### config.mk
export PLATFORM = sky130hd
export DESIGN_NAME = img2col_gbuf_feeder
export DESIGN_NICKNAME = d
export VERILOG_FILES = /design/src/rtl/img2col_gbuf_feeder.sv
export SDC_FILE = /design/constraint.sdc
export NUM_CORES = 1
export LEC_CHECK = 0
export CORE_MARGIN = 5
export CORE_UTILIZATION = 49
export DETAILED_ROUTE_END_ITERATION = 8
export GPL_TIMING_DRIVEN = 0
export PLACE_DENSITY = 0.83
export SLEW_MARGIN = 15
export SYNTH_ARGS = -nofsm -noshare
export SYNTH_HDL_FRONTEND = slang
export SYNTH_SLANG_ARGS = --single-unit
### constraint.sdc
create_clock -name clk -period 3.03 [get_ports clk]
set_input_delay 0.4545 -clock clk [delete_from_list [all_inputs] [get_ports clk]]
set_output_delay 0.4545 -clock clk [all_outputs]
set_load 0.02 [all_outputs]
### src/rtl/img2col_gbuf_feeder.sv
// img2col_gbuf_feeder
//   Producer side of the global-buffer column handshake. Packs kernel_size
//   pixels of one image column into buffer addresses 0..kernel_size-1, then
//   holds the column until the controller strobes r_ctrl_g. It walks through
//   img_width columns per row band and pulses done after the last one is read.
// Ports
//   clk, nrst          clock, asynchronous active-low reset
//   start              begin a row band (taken in IDLE only)
//   s_data/s_valid     pixel stream in; s_ready = feeder is filling
//   wr_data_g/adrs_out global-buffer write word and address
//   wr_ctrl_g          global-buffer write strobe, one cycle after accept
//   r_ctrl_g           controller finished reading the column
//   round              column index held in the buffer
//   neighbour_in_flag  round != 0 while busy
//   busy, done         not idle / one-cycle end-of-band pulse
module img2col_gbuf_feeder #(
  parameter int unsigned data_width  = 16,
  parameter int unsigned address_num = 5,
  parameter int unsigned kernel_size = 5,
  parameter int unsigned img_width   = 28
) (
  input  logic                   clk,
  input  logic                   nrst,
  input  logic                   start,
  input  logic [data_width-1:0]  s_data,
  input  logic                   s_valid,
  output logic                   s_ready,
  output logic [data_width-1:0]  wr_data_g,
  output logic [address_num-1:0] adrs_out,
  output logic                   wr_ctrl_g,
  input  logic                   r_ctrl_g,
  output logic [5:0]             round,
  output logic                   neighbour_in_flag,
  output logic                   busy,
  output logic                   done
);

  localparam int unsigned round_w = 6;

  typedef enum logic [1:0] {IDLE, FILL, WAIT_RD, DONE} state_t;

  state_t                 state, state_nxt;
  logic [address_num-1:0] cnt, cnt_nxt, adrs_nxt;
  logic [data_width-1:0]  data_nxt;
  logic [round_w-1:0]     round_nxt;
  logic                   wr_nxt, s_ready_nxt, busy_nxt, done_nxt, nbr_nxt;
  logic                   accept, last_pix, last_col, rd_ok;

  assign accept   = (state == FILL) & s_valid & s_ready;
  assign last_pix = (cnt == address_num'(kernel_size - 1));
  assign last_col = (round == round_w'(img_width - 1));
  // A read strobe coinciding with the final write strobe is too early.
  assign rd_ok    = (state == WAIT_RD) & r_ctrl_g & ~wr_ctrl_g;

  // State register.
  always_ff @(posedge clk or negedge nrst) begin
    if (!nrst) state <= IDLE;
    else       state <= state_nxt;
  end

  // Next-state logic.
  always_comb begin
    state_nxt = state;
    case (state)
      IDLE:    if (start) state_nxt = FILL;
      FILL:    if (accept && last_pix) state_nxt = WAIT_RD;
      WAIT_RD: if (rd_ok) state_nxt = last_col ? DONE : FILL;
      DONE:    state_nxt = IDLE;
      default: state_nxt = IDLE;
    endcase
  end

  // Next values of the registered outputs and fill counter.
  always_comb begin
    cnt_nxt   = cnt;
    round_nxt = round;
    wr_nxt    = 1'b0;
    adrs_nxt  = adrs_out;
    data_nxt  = wr_data_g;
    case (state)
      IDLE: begin
        if (start) begin
          round_nxt = '0;
          cnt_nxt   = '0;
        end
      end
      FILL: begin
        if (accept) begin
          wr_nxt   = 1'b1;
          adrs_nxt = cnt;
          data_nxt = s_data;
          cnt_nxt  = last_pix ? '0 : cnt + address_num'(1);
        end
      end
      WAIT_RD: begin
        if (rd_ok && !last_col) round_nxt = round + round_w'(1);
      end
      DONE:    round_nxt = '0;
      default: round_nxt = '0;
    endcase
    s_ready_nxt = (state_nxt == FILL);
    busy_nxt    = (state_nxt != IDLE);
    done_nxt    = (state_nxt == DONE);
    nbr_nxt     = busy_nxt & (round_nxt != '0);
  end

  // Output and counter registers.
  always_ff @(posedge clk or negedge nrst) begin
    if (!nrst) begin
      cnt               <= '0;
      round             <= '0;
      wr_ctrl_g         <= 1'b0;
      adrs_out          <= '0;
      wr_data_g         <= '0;
      s_ready           <= 1'b0;
      busy              <= 1'b0;
      done              <= 1'b0;
      neighbour_in_flag <= 1'b0;
    end else begin
      cnt               <= cnt_nxt;
      round             <= round_nxt;
      wr_ctrl_g         <= wr_nxt;
      adrs_out          <= adrs_nxt;
      wr_data_g         <= data_nxt;
      s_ready           <= s_ready_nxt;
      busy              <= busy_nxt;
      done              <= done_nxt;
      neighbour_in_flag <= nbr_nxt;
    end
  end

endmodule

# Yosys cells after proc, flatten, opt, wreduce, memory -nomap -nowiden
# Index checks and enable logic that the tools add are counted.
op_classes:
  reduce_logical: 9
  add_sub_neg: 2
  bitwise_logic: 6
  mux: 14
  eq_ne: 9
op_table:
  columns: ["operator", "count"]
  rows:
  - ["$pmux 6 s3", 1]
  - ["$mux 5", 3]
  - ["$mux 6", 2]
  - ["$pmux 5 s2", 1]
  - ["$mux 2", 4]
  - ["$pmux 2 s4", 1]
  - ["$add 6x1->6 const B", 1]
  - ["$eq 2x2->1 const B", 3]
  - ["$eq 6x5->1 const B", 1]
  - ["$reduce_bool 6->1", 1]
  - ["$add 5x1->5 const B", 1]
  - ["$and 1x1->1", 5]
  - ["$eq 5x3->1 const B", 1]
  - ["$eq 2x1->1 const B", 2]
  - ["$ne 2x2->1 const B", 2]
  - ["$reduce_bool 2->1", 2]
  - ["$reduce_and 3->1", 1]
  - ["$logic_and 1x1->1", 2]
  - ["$logic_not 2->1", 1]
  - ["$mux 1", 2]
  - ["$reduce_and 2->1", 1]
  - ["$logic_not 1->1", 1]
  - ["$not 1->1", 1]
word_totals:
  regBits: 39
  out_inout_bits: 32

# Depth between registers and ports, before layout
depth:
  ltp_word: 8
  mapped_depth: 7
  depth_no_buf: 7

# Worst setup path after synthesis
# Ideal clock, no wire load.
synth_path:
  kind: "reg-to-reg"
  start: "register round[0]"
  end: "register neighbour_in_flag"
  required_ns: 2.901
  setup_time_ns: 0.129
  arrival_ns: 1.718
  synth_period_minus_slack_ns: 1.847
  path_slack_ns: 1.183
  path_stages_with_launch: 6
  path_buffers: 0
  cell_sequence: "dfrtp_1 ha_1 nor2b_1 a21oi_1 a32o_1 o41a_1"
synth_between:
  elab_chain_len: 7
synth_rtl:
  columns: ["item", "line_no", "text"]
  rows:
  - ["from (decl)", "32", "output logic [5:0] round,"]
  - ["from (signal assigned)", "121", "round <= round_nxt;"]
  - ["branches (longest 3 deep; another with $add 6x1->6)", null, null]
  - ["$mux 6 (*)", "96", "if (rd_ok && !last_col) round_nxt = round + round_w'(1);"]
  - ["$pmux 6 s3 (*)", "80", "case (state)"]
  - ["net round_nxt[2]", "45", "logic [round_w-1:0] round_nxt;"]
  - ["$reduce_bool 6->1 (*)", "104", "nbr_nxt = busy_nxt & (round_nxt != '0);"]
  - ["$and 1x1->1 (*)", "104", null]
  - ["net nbr_nxt", "46", "logic wr_nxt, s_ready_nxt, busy_nxt, done_nxt, nbr_nxt;"]
  - ["to (signal assigned)", "128", "neighbour_in_flag <= nbr_nxt;"]
  - ["to (decl)", "33", "output logic neighbour_in_flag,"]
# Mark *: on every way through the listed nets, which the timed path passes.
# A chain may end at the register's enable or synchronous reset.

# Worst setup path in the final report
layout_path:
  start: "input start"
  end: "register neighbour_in_flag"
layout_between:
  elab_chain_len: 4
layout_rtl:
  columns: ["item", "line_no", "text"]
  rows:
  - ["from (decl)", "24", "input logic start,"]
  - ["$mux 6 or $mux 2 (tied branches)", "82, 65", null]
  - ["$pmux 6 s3 or $pmux 2 s4 (tied branches)", "80, 64", null]
  - ["$reduce_bool 6->1 or $reduce_bool 2->1 (tied branches)", "104, 102", null]
  - ["$and 1x1->1 (*)", "104", null]
  - ["net nbr_nxt", "46", null]
# Mark *: on every way through the listed nets, which the timed path passes. The rest lies on a longest branch.

==> results.md <==
- CTS sink count: 39
- Main combinational cell family by area after synthesis: simple AND/OR/NAND/NOR gates
- I/O Pins: 53
- GPL Wtd Cong: 0.8525
- Multi-input combinational cell area: 764.5 sq um
- Initial antenna violation count: 0
- Wirelength, routed: 3.969 mm
- Max incr delay on CP: 0.59 ns
- Sw frac: 36.56%
- Root Driver: clkbuf_8
- Final core utilization: 69.74%
- Hold_buf cts: 0
- Most frequent cell after synthesis: nand2_1
- Clock-pin slew on the worst setup and hold paths: 0.08 ns
- Reg2reg start: round[0]$_DFF_PN0_
- Transition time of the tightest slew-check pin: 0.5111 ns
- Largest net degree at the start of global routing: 23
- Critical Path AT: 2.24 ns
- Via count: 1,511
- Seq/Total Area, Yosys: 54.39%
- Power Total: 2.178 mW
- Post-CTS sizing: 0
- Setup_tns: 0 ns
- Min-Delay Path Class: in2async
- Total congestion overflow: 0
- Total Routing Usage GR: 17.14%
- Setup Fix Bufs, Post-CTS: 0
- First-pass iteration count of the detailed router: 4
- R2r setup slk: 1.10 ns
- Die Y-Extent: 70.51 um
- Number of max-cap violations: 0
- Most area-consuming cells after synthesis: dfrtp_1 54%, nand2_1 14%, o21ai_0 3.1%, ha_1 2.1%, a21oi_1 1.7%
- Skew final: 0.006318 ns
- Final ANT Viol Nets: 0
- Synth top area share: 54.39%
- Area growth syn-to-layout: 40.17%
- Final hold vios: 0
- Post-synth EDFFs: 0
- Slew Viols, Final: 0
- Synthesis warning total: 0
- R2r endpoint: neighbour_in_flag$_DFF_PN0_
- Switch Pwr: 0.7962 mW
- Yosys reg bits: 39
- Post-DP HPWL: 2.977 mm
- Internal power: 1.381 mW
- Final nets: 270
- Num rows: 22
- Worst setup SP type: input port
- Crit-path cells: clkdlybuf4s50_1 > nor2b_1 > nor2_1 > nand4bb_1 > a41o_1 > o41a_1
- WS Path Type: in2reg
- Clk_lat worst skew: 0.29 ns
- Filler cells: 283
- Adder-cell share of the synthesized area: 2.092%
- Post-synthesis instance total: 186
- Setup Viol. Count Final: 0
- Worst path required time: 3.20 ns
- Tcrit/Tclk final: 68.32%
- Clock power share: 20.5%
- Max FO, Critical Path: 5
- First-pass GRT wire length: 6.748 mm
- Buffers on Ports: 52
- RSZ-0062 raised after global routing: false
- Post-Syn Area per Cell: 9.646 sq um
- Mux cell area share after synthesis: 1.116%
- Synth Area in Compound Gates: 11.79%
- Combinational power share: 42.4%
- CP Capture Type: register
- # DRC: 0
- Netlist Area Pre-Place: 0.001794 sq mm
- Async set or reset register ratio after synthesis: 100.0%
- CTS Buf Count: 5
- Core Footprint: 0.003606 sq mm
- DIE AREA: 0.004972 sq mm
- Pwr Density: 865.9 mW/mm^2
- CTS Buffer Depth: 2
- Vias in the first global route: 1,436
- Fin crit period: 2.070 ns
- Die width: 70.51 um
- Kind of cell adding the most delay to the critical path: simple AND/OR/NAND/NOR gates
- H-tree levels: 2
- Cell variety after synth: 38
- Post-Synth Simple-Gate Area: 27.62%
- Area leader, netlist: dfrtp_1
- Post-Syn Nets: 210
- Status: finished, final reports clean
- Antenna Cells: 0
- Relative slew slack: 65.93%
- DR iter-0 viols: 98
- Crit path buf inv count: 1
- Share of cells above drive strength 1: 8.907%
- Worst vdd ir: 537.0 uV
- Via density: 5.122
- Seq pwr share: 37.1%
- Post-synth top cells: 67 x nand2_1, 39 x dfrtp_1, 11 x o21ai_0, 8 x nor2_1, 6 x a21oi_1
- FMAX: 483.1 MHz
- Ys flop type: dfrtp_1
- CTS tree: yes
- Register Area: 975.9 sq um
- Critical path's slowest cell: clkdlybuf4s50_1
- R2r worst-path depth: 5
- Leakage: 1.143 nW
- Drt wl/cell: 13.45 um
- Initial core utilization: 49.76%
- Xor and xnor area share after synthesis: 0%
## placed cells by master, fill, tap and decap left out, types with 3 or more instances in the layout
master / netlist / layout
nand2b_1: 3 / 3
o21ai_0: 11 / 11
a21oi_1: 6 / 6
clkdlybuf4s50_1: 0 / 51
o31ai_1: 3 / 3
nand3_1: 4 / 4
nand2_1: 67 / 67
ha_1: 3 / 3
inv_1: 5 / 5
dfrtp_1: 39 / 39
clkbuf_8: 0 / 6
nor2_1: 8 / 8
## layer usage
metal | vias up | part of all wire (%) | track usage [%]
met1 | 702 | 44 | 22.08
met4 | 0 | 1.4 | 5.745
met5 | - | 0 | 0
met2 | 51 | 46 | 27.03
li1 | 751 | - | -
met3 | 7 | 8.0 | 5.899
## how the worst max path moves through the flow
stage / from / endpoint / cells past startpoint
after global routing: start / neighbour_in_flag$_DFF_PN0_ / 6
final: start / neighbour_in_flag$_DFF_PN0_ / 6
after global placement: nrst / cnt[0]$_DFFE_PN0P_ / 1
after floorplan: round[0]$_DFF_PN0_ / neighbour_in_flag$_DFF_PN0_ / 5
after detailed placement: start / neighbour_in_flag$_DFF_PN0_ / 6
after CTS: start / neighbour_in_flag$_DFF_PN0_ / 6
## state kept, by name (all words and copies together), names as in the netlist
name	count
adrs_out	5
s_ready	1
state	2
neighbour_in_flag	1
cnt	5
round	6
wr_data_g	16
done	1
wr_ctrl_g	1
busy	1
## logic make-up after synthesis
| family | count (synthesis) |
|---|---|
| flops | 39 |
| mux | 2 |
| compound gates | 29 |
| buf+inv | 12 |
| simple gates | 101 |
| fa+ha+maj | 3 |
## area by class of cell
cell class	count	area share, %
buffer	6	1.244
clock buffer	6	3.284
clock inverter	2	1.393
inverter	6	0.8955
multi-input combinational	135	30.40
sequential	39	38.81
tap	48	2.388
timing repair buffer	53	21.59
## stage by stage
step,cell area (sq um),worst slack (ns),hold WS (ns),instances
floorplan,1794,1.183,0.1589,186
global placement,2375,0.5736,0.4567,286
detailed placement,2397,0.6910,0.4497,287
CTS,2515,0.9867,0.1360,295
global route,2515,0.8876,0.1538,295
finish,2515,0.9598,0.1274,295
## power by group through the flow
stage | sequential, mW | clock, mW | combinational (mW)
2_1_floorplan | 0.988 | 0 | 0.318
6_report | 0.809 | 0.446 | 0.923
3_5_place_dp | 0.818 | 0 | 0.929
3_3_place_gp | 0.813 | 0 | 0.910
5_1_grt | 0.835 | 0.484 | 1.01
4_1_cts | 0.810 | 0.459 | 0.934
Note: power is estimated with default switching activity, not from simulation.
==> patch 1, RTL diff (config.mk and constraints unchanged) <==
Take the reset off `adrs_out` and `wr_data_g` and load them in a clocked block of their own.
--- a/src/rtl/img2col_gbuf_feeder.sv
+++ b/src/rtl/img2col_gbuf_feeder.sv
@@ -111,6 +111,4 @@
       round             <= '0;
       wr_ctrl_g         <= 1'b0;
-      adrs_out          <= '0;
-      wr_data_g         <= '0;
       s_ready           <= 1'b0;
       busy              <= 1'b0;
@@ -121,6 +119,4 @@
       round             <= round_nxt;
       wr_ctrl_g         <= wr_nxt;
-      adrs_out          <= adrs_nxt;
-      wr_data_g         <= data_nxt;
       s_ready           <= s_ready_nxt;
       busy              <= busy_nxt;
@@ -130,4 +126,9 @@
   end
 
+  always_ff @(posedge clk) begin
+    adrs_out  <= adrs_nxt;
+    wr_data_g <= data_nxt;
+  end
+
 endmodule
 
Behaviour: differs if nrst is asserted again (counterexample within 4 cycles, from zero or initial values and one cycle with nrst low); with nrst held inactive, the same outputs for 10 cycles.
==> patch 1 against the unedited design <==
Area after synthesis shrank 11%; global-route usage shrank 0.81 points; wire length shrank 17%; sequential cell count is the same; total power shrank 22%; clock power shrank 46%; setup slack gained 78 ps; worst hold slack gained 390 ps; via count shrank 25%; cell area shrank 12%; critical path type is now reg -> reg; critical endpoint is now cnt[4]$_DFFE_PN0P_.
==> patch 1: results (changes against the unedited design) <==
metric	value	unit	change
# resized after CTS	0		unchanged
Ys Warns	0		unchanged
total global-route track usage	16.33	%	-0.81 points
slowest cell delay on critical path	560	ps	-30 ps
Mean Syn Cell Area	13.53	sq um	+40%
postcts setup bufs	0		unchanged
layout cells sized above 1	9.551	%	+0.64 points
skew final	10.73	ps	+4.415 ps
Syn Nets	142		-32%
initial drt markers	41		-58%
fin nets	201		-26%
Compound-Gate Fraction of Synth Area	10.34	%	-1.4 points
Hold WS	516.6	ps	+389.3 ps
commonest cells in the netlist	edfxtp_1 (21), dfrtp_1 (18), o21ai_0 (11)		
sw frac	33.51	%	-3.1 points
clock tree root driver cell	clkbuf_4		
reg2reg setup slack	1040	ps	-60 ps
Pleak	0.8699	nW	-24%
delay-heaviest family, CP	simple AND/OR/NAND/NOR gates		
Primary FF master, synth	edfxtp_1		
mux share of post-synthesis cell area	0.6270	%	-0.49 points
status	complete, no violations		
Post-synth ARST share	46.15	%	-54 points
XOR/XNOR share of the synthesized area	0	%	unchanged
Post-synth EDFFs	21		+21
Slew headroom	48.13	%	-18 points
fillers	226		-20%
vias in the first global route	1171		-18%
placed instance count	214		-25%
gpl congestion	0.8596		+0.83%
distinct cell type count after synthesis	40		+5.3%
worst skew pair latency	330	ps	+40 ps
peak supply drop	0.5526	mV	+2.9%
Synth area leaders	edfxtp_1 (39%), dfrtp_1 (28%), o21ai_0 (3.4%)		
register area share after synthesis	67.71	%	+13 points
largest net degree at the start of global routing	25		+8.7%
Crit-path slowest cell	and3_2		
global-route wire length before repair	5.416	mm	-20%
WL/cell	14.80	microns	+10%
crit-path max FO	24		+19
post-synthesis adder-cell area fraction	2.351	%	+0.26 points
DP Wirelength	2.445	mm	-18%
Vias/cell	5.090		-0.62%
clk slew on worst S/H paths	110	ps	+30 ps
Largest regs	wr_data_g: 16 flops, round: 6 flops		
DR vias	1130		-25%
min-delay worst type	reg -> reg		
Arr. time, crit path	2250	ps	
TritonCTS buffer count	5		unchanged
H-Tree Depth	2		unchanged
==> patch 1: changes by cell type in the layout (fill, tap and decap cells not counted), moves of 2 or more <==
cell and change:
buf_1 -2, nand2_1 -58, edfxtp_1 +21, a22o_1 +2, dfrtp_1 -21, buf_2 -2
clkbuf_8 -6, clkbuf_4 +5, nand4_1 -2, a21oi_1 -5
==> patch 1: cells by family (layout without fill, tap and decap cells) <==
group	count (synthesis)	in the layout
AO/OA/AOI/OAI	25	25
adder cells (fa/ha/maj)	3	3
buffers and inverters	7	67
flip-flops	39	39
multiplexers	1	1
AND/OR/NAND/NOR	43	43
==> patch 1: per-stage QoR <==
step                area, sq um  setup slack (ps)  power, W
detailed placement         2172             803.5  0.001470
global placement           2172             789.3  0.001443
finish                     2222              1038  0.001696
floorplan                  1597              1286  0.001151
CTS                        2222              1025  0.001715
global route               2222             841.3  0.001804
==> patch 1: final cells by class <==
class                           count  area share, %
Inverter                            4         0.6757
Timing Repair Buffer               52          23.42
Multi-Input combinational cell     72          21.17
Clock inverter                      1         0.2252
Buffer                              3          1.351
Sequential cell                    39          48.65
Clock buffer                        7          2.027
Tap cell                           44          2.477
==> patch 1: metal layers <==
layer  wire, microns  GRT usage (%)  part of all wire (%)
met5               0              0                     0
met4              33          6.835                   1.0
met3             338          5.902                    10
met2            1574          26.99                    48
met1            1339          18.99                    41
==> patch 1: worst paths after layout <==
| check | from | to | cells past startpoint |
|---|---|---|---|
| max | state[1]$_DFF_PN0_ | cnt[4]$_DFFE_PN0P_ | 6 |
| min | cnt[4]$_DFFE_PN0P_ | cnt[4]$_DFFE_PN0P_ | 1 |
| max reg2reg | state[1]$_DFF_PN0_ | cnt[4]$_DFFE_PN0P_ | 6 |
| min reg2reg | cnt[4]$_DFFE_PN0P_ | cnt[4]$_DFFE_PN0P_ | 1 |
| max in group asynchronous | nrst | busy$_DFF_PN0_ | 1 |
| min in group asynchronous | nrst | s_ready$_DFF_PN0_ | 1 |
==> patch 1: power groups by stage <==
| stage | registers (W) | logic (W) | clock network [W] |
|---|---|---|---|
| final | 0.000801 | 0.000653 | 0.000243 |
| after global routing | 0.000822 | 0.000701 | 0.000281 |
| after CTS | 0.000803 | 0.000660 | 0.000253 |
| after detailed placement | 0.000813 | 0.000658 | 0 |
| after global placement | 0.000805 | 0.000638 | 0 |
| after floorplan | 0.000957 | 0.000194 | 0 |
==> patch 2, RTL diff (same settings) <==
Without the edit above. The parameter `address_num` goes from 5 to 4.
--- a/src/rtl/img2col_gbuf_feeder.sv
+++ b/src/rtl/img2col_gbuf_feeder.sv
@@ -16,5 +16,5 @@
 module img2col_gbuf_feeder #(
   parameter int unsigned data_width  = 16,
-  parameter int unsigned address_num = 5,
+  parameter int unsigned address_num = 4,
   parameter int unsigned kernel_size = 5,
   parameter int unsigned img_width   = 28
Interface: changed (resized adrs_out); port bits go from 53 to 52. The function was not compared with the original's and may differ.
==> patch 2 against the unedited design <==
Non-clock buffer count is 1 lower; total power is 5.6% lower; die area is 8.8% lower; area after synthesis is 10% lower; maximum frequency is 4.1% higher; global-route usage is 1.1 points higher; setup slack better by 81 ps; synthesized cell count is 11% lower; sequential power is 0.7% lower; cell area is 11% lower; sequential cell count is 2 lower; wire length is 10% lower; combinational power is 12% higher; highest routed layer unchanged.
==> patch 2: results (changes against the unedited design) <==
metric	value	unit	change
skew final	4.463	ps	-1.855 ps
register area share after synthesis	57.45	%	+3.1 points
TritonCTS buffer count	5		unchanged
initial drt markers	99		+1.0%
met2 GRT Util	31.90	%	+4.9 points
fin nets	249		-7.8%
Hold WS	33.21	ps	-94.14 ps
DP Wirelength	2.810	mm	-5.6%
gpl congestion	0.8725		+2.3%
Cell Int Power	0.001223	W	-11%
DR pass1 iterations	4		unchanged
peak supply drop	0.5456	mV	+1.6%
layout cells sized above 1	7.589	%	-1.3 points
Vias/cell	5.123		about the same
delay-heaviest family, CP	buffers and inverters		
total global-route track usage	18.25	%	+1.1 points
Pleak	1.058	nW	-7.5%
Synth area leaders	dfrtp_1 (57%), nand2_1 (14%), ha_1 (2.3%)		
DR WL met3	150	microns	-53%
crit-path max FO	8		+3
Crit-path slowest cell	clkdlybuf4s50_1		
DP Area	2200	sq um	-8.2%
Slew headroom	72.82	%	+6.9 points
pre-CTS setup slack	753.0	ps	+62.05 ps
Final Critical Period	1989	ps	-81.14 ps
worst skew pair latency	330	ps	+40 ps
Largest regs	wr_data_g: 16 flops, round: 6 flops		
slowest cell delay on critical path	680	ps	+90 ps
status	complete, no violations		
GR Util met1	21.17	%	-0.91 points
distinct cell type count after synthesis	37		-2.6%
reg2reg setup slack	1060	ps	-40 ps
commonest cells in the netlist	nand2_1 (60), dfrtp_1 (37), inv_1 (6), o21ai_0 (6), nand3_1 (5)		
initial antenna violation count	0		unchanged
Arr. time, crit path	1530	ps	-710 ps
Total Wirelength	3.560	mm	-10%
clock tree root driver cell	clkbuf_4		
Top Layer Used	met4		
PortBufs	51		-1.9%
n_diodes	0		unchanged
postcts setup bufs	0		unchanged
Ys Warns	0		unchanged
Post-synth ARST share	100.0	%	unchanged
global-route wire length before repair	6.182	mm	-8.4%
vias in the first global route	1383		-3.7%
clk slew on worst S/H paths	100	ps	+20 ps
M1 WL	1.534	mm	-13%
met2 WL post-DR	1.843	mm	+0.66%
Syn Nets	190		-9.5%
met3 Use GR	6.323	%	+0.42 points
fillers	247		-13%
[patch 2: final cells by class]
class	count	area, sq um	share of cell area [%]
Clock inverter	1	5.005	0.2232
Multi-Input combinational cell	117	635.6	28.35
Tap cell	44	55.05	2.455
Inverter	6	22.52	1.004
Timing Repair Buffer	52	533.0	23.77
Buffer	6	27.53	1.228
Sequential cell	37	925.9	41.29
Clock buffer	5	37.54	1.674
[patch 2: cell families after synthesis]
logic type | after synthesis | share of synthesized area (%)
and+or+nand+nor | 85 | 23.37
DFF | 37 | 57.45
AOI/OAI and AO/OA | 28 | 13.20
buffers and inverters | 12 | 3.106
adders and majority gates | 3 | 2.329
xor gates and xnor gates | 1 | 0.5436
[patch 2: through the flow]
step | util, % | instances
final | 72.26 | 268
after global routing | 72.26 | 268
after CTS | 72.26 | 268
after detailed placement | 70.89 | 262
after global placement | 70.16 | 261
after floorplan | - | 166
[patch 2: path summary, 6_finish.rpt]
kind / startpoint / endpoint / depth (start not counted)
setup / recovery: round[3]$_DFF_PN0_ / round[3] / 1
min in group clk: wr_data_g[2]$_DFFE_PN0P_ / wr_data_g[2]$_DFFE_PN0P_ / 2
setup reg to reg: round[0]$_DFF_PN0_ / neighbour_in_flag$_DFF_PN0_ / 6
max in group asynchronous: nrst / adrs_out[2]$_DFFE_PN0P_ / 2
hold reg to reg: wr_data_g[2]$_DFFE_PN0P_ / wr_data_g[2]$_DFFE_PN0P_ / 2
hold / removal: nrst / state[0]$_DFF_PN0_ / 1
[patch 2: power by group through the flow]
stage | combinational, W | sequential (W) | clock, W
after floorplan | 0.000377 | 0.000996 | 0
after global placement | 0.00101 | 0.000803 | 0
after global routing | 0.00113 | 0.000834 | 0.000259
after CTS | 0.00105 | 0.000804 | 0.000233
after detailed placement | 0.00104 | 0.000812 | 0
final | 0.00103 | 0.000803 | 0.000223
